## config.mk

```make
export PLATFORM = sky130hd
export DESIGN_NAME = vga_tp_engine
export DESIGN_NICKNAME = d
export VERILOG_FILES = /design/src/rtl/vga_tp_pkg.sv /design/src/rtl/vga_tp_timing.sv /design/src/rtl/vga_tp_engine.sv
export SDC_FILE = /design/constraint.sdc
export NUM_CORES = 1
export LEC_CHECK = 0
export ABC_AREA = 1
export BUFFER_PORTS_ARGS = -buffer_cell sky130_fd_sc_hd__buf_2
export CORE_UTILIZATION = 56
export DETAILED_ROUTE_END_ITERATION = 16
export PLACE_DENSITY = 0.79
export SYNTH_ARGS = -nofsm -noshare
export SYNTH_HDL_FRONTEND = slang
export SYNTH_HIERARCHICAL = 1
export SYNTH_SLANG_ARGS = --single-unit
```

## constraint.sdc

```tcl
create_clock -name i_Clk -period 2.85 [get_ports i_Clk]
set_clock_uncertainty 0.2 [all_clocks]
set_input_delay 0.285 -clock i_Clk [delete_from_list [all_inputs] [get_ports i_Clk]]
set_output_delay 0.285 -clock i_Clk [all_outputs]
set_load 0.02 [all_outputs]
```

## src/rtl/vga_tp_pkg.sv

```systemverilog
// Shared constants for the VGA test-pattern engine: command fields, opcodes,
// pattern indices and the colour-bar table.
package vga_tp_pkg;

    localparam int CMD_OP_MSB   = 7;
    localparam int CMD_OP_LSB   = 4;
    localparam int CMD_DATA_MSB = 3;
    localparam int CMD_DATA_LSB = 0;

    localparam logic [3:0] OP_PATTERN = 4'd0;
    localparam logic [3:0] OP_RED     = 4'd1;
    localparam logic [3:0] OP_GREEN   = 4'd2;
    localparam logic [3:0] OP_BLUE    = 4'd3;

    localparam logic [3:0] PAT_BLACK   = 4'd0;
    localparam logic [3:0] PAT_SOLID   = 4'd1;
    localparam logic [3:0] PAT_BARS    = 4'd2;
    localparam logic [3:0] PAT_CHECKER = 4'd3;
    localparam logic [3:0] PAT_BORDER  = 4'd4;
    localparam logic [3:0] PAT_RAMP    = 4'd5;

    typedef struct packed {
        logic r;
        logic g;
        logic b;
    } bar_rgb_t;

    // Entry 0 is the leftmost bar: white, yellow, cyan, green, magenta, red, blue, black.
    localparam bar_rgb_t [7:0] BAR_TABLE = {
        3'b000, 3'b001, 3'b100, 3'b101, 3'b010, 3'b011, 3'b110, 3'b111
    };

endpackage

```

## src/rtl/vga_tp_timing.sv

```systemverilog
// Pixel/line counters for the VGA test-pattern engine plus the raw
// (unregistered) active-low sync decode and the last-pixel-of-frame flag.
module vga_tp_timing
    import vga_tp_pkg::*;
#(
    parameter int TOTAL_COLS  = 800,
    parameter int TOTAL_ROWS  = 525,
    parameter int ACTIVE_COLS = 640,
    parameter int ACTIVE_ROWS = 480,
    parameter int H_FP        = 16,
    parameter int H_SYNC      = 96,
    parameter int V_FP        = 10,
    parameter int V_SYNC      = 2
) (
    input  logic       clk_i,
    input  logic       rst_i,
    output logic [9:0] col_o,
    output logic [9:0] row_o,
    output logic       hsync_raw_o,
    output logic       vsync_raw_o,
    output logic       last_pixel_o
);

    localparam logic [9:0] COL_LAST = 10'(TOTAL_COLS - 1);
    localparam logic [9:0] ROW_LAST = 10'(TOTAL_ROWS - 1);
    localparam logic [9:0] HS_START = 10'(ACTIVE_COLS + H_FP);
    localparam logic [9:0] HS_END   = 10'(ACTIVE_COLS + H_FP + H_SYNC);
    localparam logic [9:0] VS_START = 10'(ACTIVE_ROWS + V_FP);
    localparam logic [9:0] VS_END   = 10'(ACTIVE_ROWS + V_FP + V_SYNC);

    logic [9:0] col_q, col_d;
    logic [9:0] row_q, row_d;

    always_comb begin
        col_d = col_q + 10'd1;
        row_d = row_q;
        if (col_q == COL_LAST) begin
            col_d = '0;
            row_d = (row_q == ROW_LAST) ? '0 : row_q + 10'd1;
        end
    end

    always_ff @(posedge clk_i) begin
        if (rst_i) begin
            col_q <= '0;
            row_q <= '0;
        end else begin
            col_q <= col_d;
            row_q <= row_d;
        end
    end

    assign col_o        = col_q;
    assign row_o        = row_q;
    assign hsync_raw_o  = !((col_q >= HS_START) && (col_q < HS_END));
    assign vsync_raw_o  = !((row_q >= VS_START) && (row_q < VS_END));
    assign last_pixel_o = (col_q == COL_LAST) && (row_q == ROW_LAST);

endmodule

```

## src/rtl/vga_tp_engine.sv

```systemverilog
// VGA test-pattern engine: command staging/shadow registers, pattern generation
// and a one-cycle registered output stage. Define VGA_TP_SCROLL_EN to make the
// colour bars scroll one pixel per frame.
module vga_tp_engine
    import vga_tp_pkg::*;
#(
    parameter int VIDEO_WIDTH = 3,
    parameter int TOTAL_COLS  = 800,
    parameter int TOTAL_ROWS  = 525,
    parameter int ACTIVE_COLS = 640,
    parameter int ACTIVE_ROWS = 480,
    parameter int H_FP        = 16,
    parameter int H_SYNC      = 96,
    parameter int V_FP        = 10,
    parameter int V_SYNC      = 2
) (
    input  logic                   i_Clk,
    input  logic                   i_Rst,
    input  logic                   i_Cmd_DV,
    input  logic [7:0]             i_Cmd_Byte,
    output logic                   o_HSync,
    output logic                   o_VSync,
    output logic [VIDEO_WIDTH-1:0] o_Red_Video,
    output logic [VIDEO_WIDTH-1:0] o_Grn_Video,
    output logic [VIDEO_WIDTH-1:0] o_Blu_Video,
    output logic [9:0]             o_Col,
    output logic [9:0]             o_Row,
    output logic                   o_Frame_Start,
    output logic [3:0]             o_Pattern
);

    localparam int                   BAR_W    = ACTIVE_COLS / 8;
    localparam logic [VIDEO_WIDTH-1:0] FULL   = '1;
    localparam logic [9:0]           COL_ACT  = 10'(ACTIVE_COLS);
    localparam logic [9:0]           ROW_ACT  = 10'(ACTIVE_ROWS);
    localparam logic [9:0]           COL_EDGE = 10'(ACTIVE_COLS - 1);
    localparam logic [9:0]           ROW_EDGE = 10'(ACTIVE_ROWS - 1);

    logic [9:0] col, row;
    logic       hs_raw, vs_raw, last_pix;

    vga_tp_timing #(
        .TOTAL_COLS (TOTAL_COLS),
        .TOTAL_ROWS (TOTAL_ROWS),
        .ACTIVE_COLS(ACTIVE_COLS),
        .ACTIVE_ROWS(ACTIVE_ROWS),
        .H_FP       (H_FP),
        .H_SYNC     (H_SYNC),
        .V_FP       (V_FP),
        .V_SYNC     (V_SYNC)
    ) u_timing (
        .clk_i       (i_Clk),
        .rst_i       (i_Rst),
        .col_o       (col),
        .row_o       (row),
        .hsync_raw_o (hs_raw),
        .vsync_raw_o (vs_raw),
        .last_pixel_o(last_pix)
    );

    // i_Cmd_DV is a single-cycle strobe with no backpressure: the byte is
    // consumed on that cycle unless reset is high, in which case it is dropped.
    logic [3:0]             cmd_op, cmd_data;
    logic [VIDEO_WIDTH-1:0] cmd_level;

    assign cmd_op    = i_Cmd_Byte[CMD_OP_MSB:CMD_OP_LSB];
    assign cmd_data  = i_Cmd_Byte[CMD_DATA_MSB:CMD_DATA_LSB];
    assign cmd_level = cmd_data[3 -: VIDEO_WIDTH];

    logic [3:0]             pat_stg_q, pat_stg_d, pat_sh_q;
    logic [VIDEO_WIDTH-1:0] red_stg_q, red_stg_d, red_sh_q;
    logic [VIDEO_WIDTH-1:0] grn_stg_q, grn_stg_d, grn_sh_q;
    logic [VIDEO_WIDTH-1:0] blu_stg_q, blu_stg_d, blu_sh_q;

    always_comb begin
        pat_stg_d = pat_stg_q;
        red_stg_d = red_stg_q;
        grn_stg_d = grn_stg_q;
        blu_stg_d = blu_stg_q;
        if (i_Cmd_DV) begin
            case (cmd_op)
                OP_PATTERN: pat_stg_d = cmd_data;
                OP_RED:     red_stg_d = cmd_level;
                OP_GREEN:   grn_stg_d = cmd_level;
                OP_BLUE:    blu_stg_d = cmd_level;
                default:    ;
            endcase
        end
    end

    // The shadow copy reads the old staging value, so a command landing on the
    // copy cycle only reaches the screen one frame later.
    always_ff @(posedge i_Clk) begin
        if (i_Rst) begin
            pat_stg_q <= '0;
            red_stg_q <= FULL;
            grn_stg_q <= FULL;
            blu_stg_q <= FULL;
            pat_sh_q  <= '0;
            red_sh_q  <= FULL;
            grn_sh_q  <= FULL;
            blu_sh_q  <= FULL;
        end else begin
            pat_stg_q <= pat_stg_d;
            red_stg_q <= red_stg_d;
            grn_stg_q <= grn_stg_d;
            blu_stg_q <= blu_stg_d;
            if (last_pix) begin
                pat_sh_q <= pat_stg_q;
                red_sh_q <= red_stg_q;
                grn_sh_q <= grn_stg_q;
                blu_sh_q <= blu_stg_q;
            end
        end
    end

    logic [9:0] bar_pos;

`ifdef VGA_TP_SCROLL_EN
    logic [9:0]  frame_cnt_q;
    logic [10:0] scroll_sum;

    always_ff @(posedge i_Clk) begin
        if (i_Rst) begin
            frame_cnt_q <= '0;
        end else if (last_pix) begin
            frame_cnt_q <= frame_cnt_q + 10'd1;
        end
    end

    assign scroll_sum = {1'b0, col} + {1'b0, frame_cnt_q};
    assign bar_pos    = 10'(scroll_sum % 11'(ACTIVE_COLS));
`else
    assign bar_pos = col;
`endif

    logic [2:0] bar_idx;
    bar_rgb_t   bar_rgb;

    always_comb begin
        bar_idx = '0;
        for (int i = 1; i < 8; i++) begin
            if (bar_pos >= 10'(i * BAR_W)) bar_idx = 3'(i);
        end
    end

    assign bar_rgb = BAR_TABLE[bar_idx];

    logic                   active;
    logic [VIDEO_WIDTH-1:0] red_d, grn_d, blu_d;

    assign active = (col < COL_ACT) && (row < ROW_ACT);

    always_comb begin
        red_d = '0;
        grn_d = '0;
        blu_d = '0;
        case (pat_sh_q)
            PAT_SOLID: begin
                red_d = red_sh_q;
                grn_d = grn_sh_q;
                blu_d = blu_sh_q;
            end
            PAT_BARS: begin
                red_d = {VIDEO_WIDTH{bar_rgb.r}};
                grn_d = {VIDEO_WIDTH{bar_rgb.g}};
                blu_d = {VIDEO_WIDTH{bar_rgb.b}};
            end
            PAT_CHECKER: begin
                if (col[5] ^ row[5]) begin
                    red_d = FULL;
                    grn_d = FULL;
                    blu_d = FULL;
                end
            end
            PAT_BORDER: begin
                if ((col == '0) || (col == COL_EDGE) || (row == '0) || (row == ROW_EDGE)) begin
                    red_d = FULL;
                    grn_d = FULL;
                    blu_d = FULL;
                end
            end
            PAT_RAMP: begin
                red_d = col[9 -: VIDEO_WIDTH];
                grn_d = col[9 -: VIDEO_WIDTH];
                blu_d = col[9 -: VIDEO_WIDTH];
            end
            default: ;
        endcase
        if (!active) begin
            red_d = '0;
            grn_d = '0;
            blu_d = '0;
        end
    end

    logic                   hsync_q, vsync_q, frame_start_q, frame_start_d;
    logic [VIDEO_WIDTH-1:0] red_q, grn_q, blu_q;
    logic [9:0]             col_q, row_q;
    logic [3:0]             pat_q;

    assign frame_start_d = (col == '0) && (row == '0);

    // Every output is registered here so they all share one cycle of latency.
    always_ff @(posedge i_Clk) begin
        if (i_Rst) begin
            hsync_q       <= 1'b1;
            vsync_q       <= 1'b1;
            red_q         <= '0;
            grn_q         <= '0;
            blu_q         <= '0;
            col_q         <= '0;
            row_q         <= '0;
            frame_start_q <= 1'b0;
            pat_q         <= '0;
        end else begin
            hsync_q       <= hs_raw;
            vsync_q       <= vs_raw;
            red_q         <= red_d;
            grn_q         <= grn_d;
            blu_q         <= blu_d;
            col_q         <= col;
            row_q         <= row;
            frame_start_q <= frame_start_d;
            pat_q         <= pat_sh_q;
        end
    end

    assign o_HSync       = hsync_q;
    assign o_VSync       = vsync_q;
    assign o_Red_Video   = red_q;
    assign o_Grn_Video   = grn_q;
    assign o_Blu_Video   = blu_q;
    assign o_Col         = col_q;
    assign o_Row         = row_q;
    assign o_Frame_Start = frame_start_q;
    assign o_Pattern     = pat_q;

endmodule

```

Yosys cells after proc, flatten, opt, wreduce, memory -nomap -nowiden --
Memory sizes are Yosys's and may differ from the RTL's. Index checks and enable logic that the tools add are counted.
Cells by class: add/sub/neg operators 2, order comparisons 14, equal/unequal tests 12, reduce and logical (&&, ||, !) cells 19, multiplexer cells 14, bitwise operators 2
Operator list (count):
- case mux 3 bit (5 select lines) | 3
- greater-or-equal comparator 10 x 9 -> 1 bit, second input constant | 4
- == test 10 bit, second input constant | 3
- two-way mux 3 bit | 9
- adder 10 x 1 -> 10 bit, second input constant | 2
- greater-or-equal comparator 10 bit, second input constant | 2
- greater-or-equal comparator 10 x 8 -> 1 bit, second input constant | 2
- logical NOT 10 bit | 2
- < comparator 10 bit, second input constant | 2
- < comparator 10 x 9 -> 1 bit, second input constant | 2
- == test 4 x 2 -> 1 bit, second input constant | 4
- == test 10 x 9 -> 1 bit, second input constant | 1
- greater-or-equal comparator 10 x 7 -> 1 bit, second input constant | 1
- two-way mux 10 bit | 1
- == test 4 x 1 -> 1 bit, second input constant | 2
- == test 4 x 3 -> 1 bit, second input constant | 2
- AND reduction 2 bit | 4
- logical AND 1 bit | 5
- logical NOT 4 bit | 1
- < comparator 3 x 4 -> 1 bit, second input constant | 1
- OR reduction 2 bit | 2
- logical OR 1 bit | 3
- logical NOT 1 bit | 2
- two-way mux 1 bit | 1
- other kinds (2) | 2
Word-level totals: bits in registers 82, memories kept 1, input port bits 11, output and inout port bits 36, memory bits (read-only) 24
Memory list:
- (no name shown) | words 8, width 3, rd ports 1, clocked after memory_dff 0, wr ports 0, line vga_tp_engine.sv:147 | assign bar_rgb = BAR_TABLE[bar_idx];

Depth between registers and ports, before layout --
word-level depth 11, gate-level depth with buffers 12, gate-level depth less buffers 12

Hierarchy --
Netlist, hierarchy kept.
By module, submodules not included:
- vga_tp_engine | times used 1, area an instance 2427.3 um^2, cells each 327
- vga_tp_timing | times used 1, area an instance 1194.9 um^2, cells each 173

Least setup slack after synthesis --
Ideal clock, no wire load.
kind register to register, from reg u_timing.col_q[0] (netlist: u_timing/col_o[0]), to reg pat_sh_q[0], stages on the path, launching flop included 9, path slack 0.840 ns, buffers on the path 2, data arrival time 1.678 ns, period minus slack after synthesis 2.010 ns, data required time 2.518 ns, path through dfxtp_1 > ha_1 > nand3_4 > nor2_8 > nand2_8 > nor2_1 > clkbuf_1 > clkbuf_1 > a21oi_1
Between the ends: word-level cells in the longest chain between the ends 2
RTL lines:
- start, declared | line vga_tp_timing.sv:31 | logic [9:0] col_q, col_d;
- start signal, assigned | line vga_tp_timing.sv:48 | col_q <= col_d;
- == test 10 bit | line vga_tp_timing.sv:57 | assign last_pixel_o = (col_q == COL_LAST) && (row_q == ROW_LAST);
- logical AND 1 bit | line vga_tp_timing.sv:57
- named net last_pix | line vga_tp_engine.sv:40 | logic hs_raw, vs_raw, last_pix;
- end signal, assigned | line vga_tp_engine.sv:109 | pat_sh_q <= pat_stg_q;
- end, declared | line vga_tp_engine.sv:70 | logic [3:0] pat_stg_q, pat_stg_d, pat_sh_q;
The timed path passes the listed nets, and every way through them passes these cells. A chain may end at the register's enable or synchronous reset.

Final worst setup path --
from reg u_timing.col_q[0] (netlist: u_timing/col_o[0]), to reg grn_sh_q[2]
Between the ends: word-level cells in the longest chain between the ends 2
RTL lines:
- == test 10 bit | line vga_tp_timing.sv:57
- logical AND 1 bit | line vga_tp_timing.sv:57
- named net last_pix | line vga_tp_engine.sv:40
- end signal, assigned | line vga_tp_engine.sv:111 | grn_sh_q <= grn_stg_q;
- end, declared | line vga_tp_engine.sv:72 | logic [VIDEO_WIDTH-1:0] grn_stg_q, grn_stg_d, grn_sh_q;
The timed path passes the listed nets, and every way through them passes these cells.

==> flow_summary.rst <==
.. list-table::
   :header-rows: 1

   * - Metric
     - Value
   * - Cell row count
     - 28
   * - Area growth from synthesis to layout
     - 15.5%
   * - Global-route wire length before repair
     - 13.1 mm
   * - Share of layout cells above drive strength 1
     - between 10% and 20%
   * - Worst Setup Start Kind
     - flop
   * - Number of antenna violations at the first check in global routing
     - 0
   * - Vias post-DR
     - roughly 3,300
   * - Post-CTS Setup Inserts
     - 0
   * - Startpoint of the worst-slack reg-to-reg timing path
     - u_timing/col_o[0]
   * - Final critical-path share of the clock period
     - 79.1%
   * - Antenna diode instance count
     - 0
   * - Syn_nets
     - 516
   * - Number of clock sinks
     - roughly 80
   * - Category of the critical setup timing path
     - flop to flop
   * - DRC violation count after routing
     - 0
   * - Clock latency on the worst-skew pair
     - between 0.3 and 0.4 ns
   * - TritonCTS buffer count
     - 9
   * - Worst hold path startpoint
     - i_Cmd_Byte[0]
   * - Sum of negative setup slack
     - 0 ns
   * - Via count of the first global-routing pass
     - about 3,000
   * - Core footprint
     - 0.00610 mm^2
   * - Instance count along the most critical hold path
     - 3
   * - Input/output buffers
     - 46
   * - Multi-input gate area
     - 0.00168 mm^2
   * - Cells after DPL
     - about 620
   * - Total length of routed wires
     - about 8 mm
   * - Post-route design area
     - between 0.004 and 0.005 mm^2
   * - Clock buffer depth
     - 2
   * - Total routing usage reported by global routing
     - 25.6%
   * - Post-route ant nets
     - 0
   * - Worst rel slew slack
     - 52.0%
   * - Average wire per standard cell
     - 12.3 um
   * - PD cells
     - between 500 and 600 mW/mm^2
   * - Commonest non-fill, non-tap cells in the layout
     - sky130_fd_sc_hd__nand2_1 (122), sky130_fd_sc_hd__dfxtp_1 (82), sky130_fd_sc_hd__nor2_1 (77), sky130_fd_sc_hd__inv_1 (61), sky130_fd_sc_hd__buf_2 (46)
   * - I/O pin count
     - 47
   * - Initial core utilization
     - 59.4%
   * - Leading cell types by total area after synthesis
     - sky130_fd_sc_hd__dfxtp_1 (45%), sky130_fd_sc_hd__nand2_1 (13%), sky130_fd_sc_hd__nor2_1 (8.0%)
   * - Count of different cell masters after synthesis
     - 32
   * - Placer Congestion
     - ~0.86
   * - Worst voltage drop across the vdd grid
     - between 0.0004 and 0.0005 V
   * - Number of levels in the clock H-tree
     - 3
   * - HPWL after detailed placement
     - between 5 and 6 mm
   * - Count of final setup violators
     - 0
   * - Synthesis-stage register bit count
     - 82
   * - DR pass1 iterations
     - 5
   * - F_max
     - roughly 440 MHz
   * - Outcome
     - completed
   * - Crit path required time
     - approximately 2.9 ns
   * - Final number of hold-violating endpoints
     - 0
   * - Max-cap violations
     - 0
   * - Count of hold-fix buffers inserted at cts
     - 3
   * - Total Power Consumption
     - 2.16 mW
   * - Net count reported at finish
     - between 500 and 600
   * - Register area
     - 0.00164 mm^2
   * - Reported leakage power
     - around 2.0 nW
   * - Fraction of the yosys area taken by sequential cells
     - a little under half
   * - Largest net degree at the start of global routing
     - 33
   * - Most common cell after layout, fill and taps aside
     - sky130_fd_sc_hd__nand2_1
   * - Slew at the pin closest to its max-slew limit
     - between 0.7 and 0.8 ns
   * - Arrival time at the worst endpoint
     - around 2.3 ns
   * - Cell area reported after detailed placement
     - 0.00394 mm^2
   * - Mean instance size in the synthesized netlist
     - slightly above 7 um^2
   * - Unrepaired setup endpoints after global routing
     - false
   * - Summed instance area of the synthesized netlist
     - 0.00362 mm^2
   * - Capture instance of the worst register-to-register path
     - grn_sh_q[2]
   * - Number of max-slew violations in the final report
     - 0
   * - Total grt overflow
     - 0
   * - Portion of synthesized cell area occupied by the leading cell type
     - between 40% and 50%
   * - Vias per Instance
     - around 5.2
   * - Overall die height
     - ~82 um
   * - Number of DRC markers after the initial detailed-route iteration
     - 180
   * - Fillers
     - 515
   * - Floorplan die area
     - roughly 0.0068 mm^2
   * - CP endpoint kind
     - flop
   * - Worst hold-check path type
     - primary input to flop
   * - TritonCTS clock tree
     - built
   * - Top cell type by total area after synthesis
     - sky130_fd_sc_hd__dfxtp_1
   * - Non-Filler Instances
     - roughly 640
   * - R2R setup slack
     - 0.59 ns
   * - Worst-case reg-to-reg path depth
     - 9
   * - Count of cells resized by post-cts repair
     - 0
   * - CTS Root Buffer Type
     - sky130_fd_sc_hd__clkbuf_8
   * - Worst-case hold path end point
     - pat_stg_q[0]
   * - Gate Count Post-Synth
     - 500
   * - Post-layout min period
     - around 2.3 ns
   * - Top fanout value on the critical path
     - 18
   * - Synth warnings
     - 6
   * - Die width
     - ~82 um
   * - Clock transition at the registers of the reported paths
     - approximately 0.08 ns
[worst max-delay path by stage]
stage | from | depth (start not counted) | slack, ns | end
final | u_timing/col_o[0] | 9 | 0.59 | grn_sh_q[2]
after global routing | u_timing/col_o[0] | 9 | 0.42 | grn_sh_q[1]
after CTS | u_timing/col_o[0] | 9 | 0.60 | grn_sh_q[2]
after detailed placement | u_timing/col_o[0] | 9 | 0.62 | blu_sh_q[2]
after global placement | u_timing/col_o[0] | 9 | 0.71 | grn_sh_q[2]
after floorplan | u_timing/col_o[0] | 8 | 0.84 | pat_sh_q[0]
[final cells by class]
type	count	area share, %
multi-input combinational	338	40.2
sequential	82	39.2
timing repair buffer	51	6.58
inverter	73	6.55
clock buffer	11	3.38
tap	75	2.24
clock inverter	5	1.85
[report_power, final]
part	leakage (nW)	switching [mW]	internal [mW]
registers	0.663	0.00842	1.16
clock network	0.109	0.405	0.515
logic	1.24	0.0522	0.0247
[metrics by stage]
stage / hold slack (ns) / worst slack, ns / util [%]
4_1_cts: 0.0120 / 0.605 / 68.6
3_3_place_gp: 0.243 / 0.705 / 64.6
5_1_grt: 0.0739 / 0.416 / 68.6
6_report: 0.0190 / 0.595 / 68.6
2_1_floorplan: 0.154 / 0.840 / -
3_5_place_dp: 0.249 / 0.619 / 64.6
[cell families (layout without fill, tap and decap cells)]
family / Yosys count / in the layout / synth area share [%]
adders and majority gates: 5 / 5 / 1.73
xor gates and xnor gates: 2 / 2 / 0.484
AOI/OAI and AO/OA: 39 / 39 / 5.84
DFF: 82 / 82 / 45.3
buffers and inverters: 80 / 140 / 8.29
and+or+nand+nor: 292 / 292 / 38.3
[cells in the mapped netlist, drive strengths merged]
cell type,n
ha,5
clkbuf,5
xnor2,1
nand2,130
nand3,48
dfxtp,82
nor2,85
or2,3
xor2,1
o21ai,17
nor4,3
buf,2
nand4,11
clkinv,2
o211ai,1
o31ai,1
inv,71
a21oi,20
nor3,11
and2,1
[sequential cells by signal (all words and copies together), names as in the netlist]
| signal | cells |
|---|---|
| o_Blu_Video | 3 |
| grn_stg_q | 3 |
| red_stg_q | 3 |
| pat_stg_q | 4 |
| o_Row | 10 |
| o_Grn_Video | 3 |
| o_HSync | 1 |
| o_Red_Video | 3 |
| blu_sh_q | 3 |
| u_timing/row_o | 10 |
| u_timing/col_o | 10 |
| blu_stg_q | 3 |
| pat_sh_q | 4 |
| o_VSync | 1 |
| o_Pattern | 4 |
| grn_sh_q | 3 |
| o_Col | 10 |
| red_sh_q | 3 |
| o_Frame_Start | 1 |
[worst max-delay path, cell delays in order (launching register included)]
cell and delay (ns):
sky130_fd_sc_hd__dfxtp_1 0.43, sky130_fd_sc_hd__ha_1 0.26, sky130_fd_sc_hd__nand3_4 0.12, sky130_fd_sc_hd__nor2_8 0.19, sky130_fd_sc_hd__nand2_8 0.09, sky130_fd_sc_hd__nor2_1 0.15
sky130_fd_sc_hd__buf_4 0.23, sky130_fd_sc_hd__clkinv_1 0.23, sky130_fd_sc_hd__nand2_1 0.13, sky130_fd_sc_hd__nand3_1 0.06
[routing by layer]
| layer | global-route usage [%] | vias up | wire [um] |
|---|---|---|---|
| met1 | 30.3 | 1467 | 3500 |
| met2 | 42.9 | 113 | 3710 |
| met4 | 12.6 | 0 | 210 |
| met3 | 6.59 | 26 | 406 |
| li1 | - | 1680 | - |
| met5 | 0 | - | 0 |
Power figures use the tool's default switching activity.
